$ cat config.mk
export PLATFORM = sky130hd
export DESIGN_NAME = disp_write_arbiter
export DESIGN_NICKNAME = d
export VERILOG_FILES = /design/src/rtl/disp_arb_pkg.sv /design/src/rtl/disp_write_arbiter_rr_picker.sv /design/src/rtl/disp_write_arbiter.sv
export SDC_FILE = /design/constraint.sdc
export NUM_CORES = 1
export LEC_CHECK = 0
export BUFFER_PORTS_ARGS = -buffer_cell sky130_fd_sc_hd__buf_2
export CAP_MARGIN = 5
export CORE_MARGIN = 4
export CORE_UTILIZATION = 44
export DETAILED_ROUTE_END_ITERATION = 7
export GPL_TIMING_DRIVEN = 0
export PLACE_DENSITY_LB_ADDON = 0.12
export SYNTH_ARGS = -nofsm -noshare
export SYNTH_HDL_FRONTEND = slang
export SYNTH_SLANG_ARGS = --single-unit
$ cat constraint.sdc
create_clock -name clk -period 5.66 [get_ports clk]
set_clock_uncertainty 0.2 [all_clocks]
set_input_delay 0.566 -clock clk [delete_from_list [all_inputs] [get_ports clk]]
set_output_delay 0.566 -clock clk [all_outputs]
set_load 0.005 [all_outputs]
$ cat src/rtl/disp_arb_pkg.sv
// rtl/disp_arb_pkg.sv - shared types and constants for the display write arbiter
package disp_arb_pkg;

   localparam int DIGITS = 8;
   localparam int SEL_W  = 3;
   localparam int VAL_W  = 4;

   typedef enum logic [1:0] {
      IDLE      = 2'd0,
      WRITE     = 2'd1,
      LOCK_IDLE = 2'd2
   } arb_state_t;

   typedef logic [VAL_W-1:0] digit_t;

endpackage

$ cat src/rtl/disp_write_arbiter_rr_picker.sv
// rtl/disp_write_arbiter_rr_picker.sv - combinational round-robin picker
// Finds the first set req bit at or after ptr (wrapping) via a doubled, masked priority search.
module rr_picker #(
   parameter int NUM_REQ = 4,
   parameter int IDX_W   = $clog2(NUM_REQ)
) (
   input  logic [NUM_REQ-1:0] req,
   input  logic [IDX_W-1:0]   ptr,
   output logic               grant_valid,
   output logic [IDX_W-1:0]   grant_idx
);

   logic [2*NUM_REQ-1:0] dbl;
   logic [2*NUM_REQ-1:0] mask;
   logic [2*NUM_REQ-1:0] masked;

   always_comb begin
      dbl         = {req, req};
      mask        = '1 << ptr;
      masked      = dbl & mask;
      grant_valid = |req;
      grant_idx   = '0;
      // Descending scan so the lowest set position wins; the upper copy covers the wrap.
      for (int k = 2*NUM_REQ-1; k >= 0; k--) begin
         if (masked[k]) begin
            grant_idx = (k >= NUM_REQ) ? IDX_W'(k - NUM_REQ) : IDX_W'(k);
         end
      end
   end

endmodule

$ cat src/rtl/disp_write_arbiter.sv
// rtl/disp_write_arbiter.sv - round-robin owner of the display memory write port with burst locks
// Optional lock-idle timeout and timeout_o port under DISP_ARB_LOCK_TIMEOUT_EN.
module disp_write_arbiter
   import disp_arb_pkg::*;
#(
   parameter int NUM_REQ      = 4,
   parameter int DIGITS       = disp_arb_pkg::DIGITS,
   parameter int SEL_W        = disp_arb_pkg::SEL_W,
   parameter int VAL_W        = disp_arb_pkg::VAL_W,
   parameter int LOCK_TIMEOUT = 16
) (
   input  logic                       clk,
   input  logic                       reset,
   input  logic [NUM_REQ-1:0]         req,
   input  logic [NUM_REQ-1:0]         lock,
   input  logic [NUM_REQ*SEL_W-1:0]   req_sel,
   input  logic [NUM_REQ*VAL_W-1:0]   req_num,
   output logic [NUM_REQ-1:0]         ack,
   output logic                       write_o,
   output logic [SEL_W-1:0]           sel_o,
   output logic [VAL_W-1:0]           num_o,
   output logic [$clog2(NUM_REQ)-1:0] owner,
   output logic                       busy
`ifdef DISP_ARB_LOCK_TIMEOUT_EN
   ,
   output logic                       timeout_o
`endif
);

   localparam int IDX_W = $clog2(NUM_REQ);
   localparam logic [SEL_W:0] BURST_LAST = (SEL_W+1)'(DIGITS-1);

   arb_state_t           state_q, state_d;
   logic [IDX_W-1:0]     ptr_q, ptr_d;
   logic [IDX_W-1:0]     owner_q, owner_d;
   logic [SEL_W-1:0]     sel_q, sel_d;
   logic [VAL_W-1:0]     num_q, num_d;
   logic                 locked_q, locked_d;
   logic [SEL_W:0]       burst_q, burst_d;
   logic                 write_q, write_d;
   logic [NUM_REQ-1:0]   ack_q, ack_d;
   logic                 busy_q, busy_d;

   logic                 grant_valid;
   logic [IDX_W-1:0]     grant_idx;
   logic [IDX_W-1:0]     src_idx;
   logic [IDX_W-1:0]     owner_next;

`ifdef DISP_ARB_LOCK_TIMEOUT_EN
   localparam int TO_W = $clog2(LOCK_TIMEOUT+1);
   localparam logic [TO_W-1:0] TO_LAST = TO_W'(LOCK_TIMEOUT-1);
   logic [TO_W-1:0] idle_q, idle_d;
   logic            timeout_q, timeout_d;
`endif

   rr_picker #(
      .NUM_REQ (NUM_REQ),
      .IDX_W   (IDX_W)
   ) u_picker (
      .req         (req),
      .ptr         (ptr_q),
      .grant_valid (grant_valid),
      .grant_idx   (grant_idx)
   );

   assign owner_next = (owner_q == IDX_W'(NUM_REQ-1)) ? '0 : owner_q + 1'b1;
   assign src_idx    = (state_q == IDLE) ? grant_idx : owner_q;

   always_ff @(posedge clk or posedge reset) begin
      if (reset) begin
         state_q  <= IDLE;
         ptr_q    <= '0;
         owner_q  <= '0;
         sel_q    <= '0;
         num_q    <= '0;
         locked_q <= 1'b0;
         burst_q  <= '0;
         write_q  <= 1'b0;
         ack_q    <= '0;
         busy_q   <= 1'b0;
`ifdef DISP_ARB_LOCK_TIMEOUT_EN
         idle_q    <= '0;
         timeout_q <= 1'b0;
`endif
      end else begin
         state_q  <= state_d;
         ptr_q    <= ptr_d;
         owner_q  <= owner_d;
         sel_q    <= sel_d;
         num_q    <= num_d;
         locked_q <= locked_d;
         burst_q  <= burst_d;
         write_q  <= write_d;
         ack_q    <= ack_d;
         busy_q   <= busy_d;
`ifdef DISP_ARB_LOCK_TIMEOUT_EN
         idle_q    <= idle_d;
         timeout_q <= timeout_d;
`endif
      end
   end

   always_comb begin
      state_d = state_q;
      case (state_q)
         IDLE: begin
            if (grant_valid) state_d = WRITE;
         end
         WRITE: begin
            if (locked_q && lock[owner_q] && (burst_q < BURST_LAST)) state_d = LOCK_IDLE;
            else                                                     state_d = IDLE;
         end
         LOCK_IDLE: begin
            // Release beats a simultaneous req from the owner.
            if (!lock[owner_q])    state_d = IDLE;
            else if (req[owner_q]) state_d = WRITE;
`ifdef DISP_ARB_LOCK_TIMEOUT_EN
            else if (idle_q == TO_LAST) state_d = IDLE;
`endif
         end
         default: state_d = IDLE;
      endcase
   end

   always_comb begin
      ptr_d    = ptr_q;
      owner_d  = owner_q;
      sel_d    = sel_q;
      num_d    = num_q;
      locked_d = locked_q;
      burst_d  = burst_q;
      write_d  = 1'b0;
      ack_d    = '0;
      busy_d   = (state_d != IDLE);
`ifdef DISP_ARB_LOCK_TIMEOUT_EN
      idle_d    = '0;
      timeout_d = 1'b0;
`endif

      if (state_d == WRITE) begin
         sel_d   = req_sel[src_idx*SEL_W +: SEL_W];
         num_d   = req_num[src_idx*VAL_W +: VAL_W];
         write_d = 1'b1;
         ack_d   = {{(NUM_REQ-1){1'b0}}, 1'b1} << src_idx;
         if (state_q == IDLE) begin
            owner_d  = grant_idx;
            locked_d = lock[grant_idx];
         end
      end

      if (state_q == WRITE && state_d == LOCK_IDLE) burst_d = burst_q + 1'b1;

      if (state_q != IDLE && state_d == IDLE) begin
         ptr_d   = owner_next;
         burst_d = '0;
      end

`ifdef DISP_ARB_LOCK_TIMEOUT_EN
      if (state_q == LOCK_IDLE && state_d == LOCK_IDLE) idle_d = idle_q + 1'b1;
      timeout_d = (state_q == LOCK_IDLE) && (state_d == IDLE) && lock[owner_q];
`endif
   end

   assign ack     = ack_q;
   assign write_o = write_q;
   assign sel_o   = sel_q;
   assign num_o   = num_q;
   assign owner   = owner_q;
   assign busy    = busy_q;
`ifdef DISP_ARB_LOCK_TIMEOUT_EN
   assign timeout_o = timeout_q;
`endif

endmodule

==> summary by stage <==
Outcome
The run finished with clean final reports.

Setup path
The critical path class is reg -> reg. In this run the critical register-to-register path is captured at num_o[3]$_DFFE_PP0P_. Traced cell by cell, the critical path runs through clkbuf_1 -> mux4_2 -> a21boi_2 -> inv_2 -> buf_2 -> nor2_1 -> a21oi_1. STA classifies the critical path endpoint as a flop.

In this run the number of cells on the critical path is 7. In this run the worst setup path terminates at num_o[3]$_DFFE_PP0P_. The reg-to-reg critical path startpoint is owner[1]$_DFFE_PP0P_. For this design, the slowest cell found on the critical path is mux4_2. The category of cells accounting for the largest share of critical-path delay is buffers and inverters.

STA classifies the critical path startpoint as a flop. Together, buffers and inverters on the worst path number 3. The beginning of the critical path is owner[1]$_DFFE_PP0P_.

Data on the critical path arrives at its endpoint at 2370 ps. In this run the worst path has a maximum fanout of 10. In this run the register-to-register setup slack is 3300 ps. The required time of the critical path is 5670 ps. The cell count of the worst reg-to-reg path is 7. The delay of the slowest cell on the worst path is 460 ps.

Timing
The number of hold violations in the final report came to 0. Setup repair after global routing left no endpoint under its margin. The minimum clock period after layout is 2360 ps.

For the final routed database, the setup TNS stands at 0 ps. The final max-slew violation count is 0. The number of failing setup endpoints in the final timing report is 0. The upper clock frequency limit is 423 MHz.

The least setup slack across all paths after layout is 3300 ps. The normalized max-slew margin is 40.6%. For the pin with the worst max-slew slack, the measured transition is 890 ps.

Dividing the final minimum period by the clock period gives 41.8%.

Final layout
0 antenna diodes ended up in the layout. The most common library cell in the layout ignoring fill and taps is buf_2. In the final layout, the share of cells above drive strength 1 is 38.9%. From synthesis to final layout, the design area changed by 25.1%. In the final design database the tool counted 239 nets. In the layout the commonest cells are 54 x buf_2, 24 x dfrtp_1, 16 x nor2_1. The final instance count without filler cells is 242.

Clock network
CTS placed an instance of clkbuf_4 at the clock tree root. The count of instances resized after the clock tree is built is 0. Counting the buffers created by CTS gives 3. Buffers added to address setup during post-CTS repair amount to 0. After clock tree synthesis, the clock-pin slew on the worst setup and hold paths is 140 ps. The later pin in the worst-skew pair is clocked with a latency of 330 ps. The H-tree depth is 1.

The number of clock sinks is 24. The TritonCTS clock tree is done. The number of buffers on the longest clock path is 2. The number of buffers inserted for hold repair after clock tree synthesis is 0.

Global routing
The number of antenna violations at the first check in global routing was 0. The first global-routing pass estimated 5.84 mm of wire. The pin count of the biggest net entering global routing is 25. The total congestion overflow is 0. Global routing used 17.0% of the available tracks across all layers.

The number of global-route vias before repair is 1304.

Yosys
The post-synthesis register bit count is 24. In this run, synthesis inferred 0 flip-flops with an integrated enable. The mean instance size in the synthesized netlist is 10.3 sq um. The number of nets produced by synthesis is 182.

The share of the synthesized area in the top cell type is 40.9%. The most used flip-flop cell after synthesis is dfrtp_1. The synthesized netlist occupies a cell area of 1470 sq um. The number of cells produced by synthesis is 142. The register area share after synthesis is 40.9%. The unique cell type count in the Yosys netlist is 46. Of all flip-flops after synthesis, the portion carrying an async set or reset was 100%. Summed over all instances, the cell type with the most area after synthesis is dfrtp_1. The number of warning messages in the yosys log is 0.

By area the synthesized netlist is led by dfrtp_1 41%, mux2i_1 4.1%, nor2_1 4.1%.

Detailed routing
The iteration count of the initial detailed-routing pass is 4. In this run the remaining antenna-violating nets after routing total 0. Dividing the detail-routed wire length by the instance count gives 14.5 um. Using the TritonRoute via totals, the vias-per-cell ratio works out to 5.52. The detailed-route wire length is 3.51 mm. The number of DRC violations after detailed-routing iteration 0 is 103. For this run, design rule violations remaining after detail routing come to 0. Across all layers, the routed design uses 1336 vias.

Flow run
Across the run, the number of max-cap violations was 0.

Floorplan
For this configuration, the core starts out at a cell density of 46.9%. The total I/O pin count is 53. The die covers 4320 sq um. The number of placement rows is 20. The core region is 3130 sq um. The die height is 65.8 um.

The die extent in x is 65.8 um.

Power
The total internal power is 0.000590 W. The peak ir drop on the vdd network is 0.000272 V. For this design the ratio of total power to cell area is 560 nW/um^2. The total power consumption of the routed design is 0.00103 W. The analysis attributes to net switching a power of 0.000438 W. In this run, flip-flops and latches consume 28.9% of the power. The clock power share is 12.3%. The total leakage power is 0.889 nW. The share of total power dissipated in combinational logic is 58.7%. Net switching is 42.6% of the power.

Placement
The HPWL reported at the end of detailed placement is 2.77 mm. The cell count after placement is 238. Input and output buffers added on the ports amount to 52.

The worst setup slack after placement is 3240 ps. The congestion estimate from routability-driven global placement came to 0.817.

Worst hold path
The path category of the worst min-delay check is in -> async.
-- metrics by stage --
step,area [sq um],hold WS (ps),util (%)
after floorplan,1470,249,-
after global placement,1780,268,57.0
after detailed placement,1780,280,57.0
after CTS,1840,238,58.7
after global routing,1840,272,58.7
final,1840,206,58.7
-- worst reg2reg max path, cell delays in order, from the launching register on --
cell	delay, ps
dfrtp_1	400
clkbuf_1	340
mux4_2	460
a21boi_2	420
inv_2	80
buf_2	190
nor2_1	100
a21oi_1	50
-- cells in the mapped netlist, types with 2 or more instances --
library cell	instances
dfrtp_1	24
nor2_1	16
a21oi_1	11
nand2_1	11
a22oi_1	7
inv_1	7
a21o_1	6
a221oi_1	6
mux2i_1	6
and2_1	4
o21ai_0	4
nor3_1	3
buf_2	2
ha_1	2
mux2_2	2
-- cell families after synthesis --
| kind of cell | after synthesis | synth area share (%) |
|---|---|---|
| flip-flops | 24 | 40.9 |
| adder cells (fa/ha/maj) | 2 | 1.70 |
| AND/OR/NAND/NOR | 44 | 15.3 |
| AO/OA/AOI/OAI | 49 | 29.6 |
| buffers and inverters | 12 | 3.75 |
| multiplexers | 10 | 8.18 |
| XOR/XNOR | 1 | 0.597 |
-- power by group through the flow --
| stage | sequential (W) | combinational, W | clock, W |
|---|---|---|---|
| final | 0.000298 | 0.000604 | 0.000127 |
| after global routing | 0.000310 | 0.000664 | 0.000137 |
| after CTS | 0.000298 | 0.000606 | 0.000129 |
| after detailed placement | 0.000301 | 0.000604 | 0 |
| after global placement | 0.000296 | 0.000587 | 0 |
| after floorplan | 0.000300 | 0.000434 | 0 |
-- per-layer routing --
layer	routed length, um	up-vias	global-route usage (%)
met5	0	-	0
met4	14	0	3.63
met3	193	2	3.25
met2	1700	42	28.9
met1	1600	647	22.3
li1	-	645	-
-- state kept, by name, summed over array words and instances (netlist names), 2 cells and up --
register  cells
burst_q       4
ack           4
owner         2
sel_o         3
state_q       2
ptr_q         2
num_o         4
-- worst min path at each step --
stage / from / to / slack (ps) / cells past startpoint
floorplan: locked_q$_DFFE_PP0P_ / locked_q$_DFFE_PP0P_ / 250 / 2
global placement: locked_q$_DFFE_PP0P_ / locked_q$_DFFE_PP0P_ / 270 / 2
detailed placement: locked_q$_DFFE_PP0P_ / locked_q$_DFFE_PP0P_ / 280 / 2
CTS: reset / burst_q[1]$_DFFE_PP0P_ / 240 / 2
global route: reset / burst_q[1]$_DFFE_PP0P_ / 270 / 2
finish: reset / burst_q[1]$_DFFE_PP0P_ / 210 / 2
-- layout make-up --
| class | instances | area [sq um] |
|---|---|---|
| fill | 301 | 1290 |
| multi-input combinational | 106 | 812 |
| sequential | 24 | 601 |
| timing repair buffer | 52 | 260 |
| tap | 44 | 55.1 |
| clock inverter | 1 | 30.0 |
| inverter | 8 | 30.0 |
| buffer | 4 | 25.0 |
| clock buffer | 3 | 22.5 |
(Power assumes the default switching activity.)
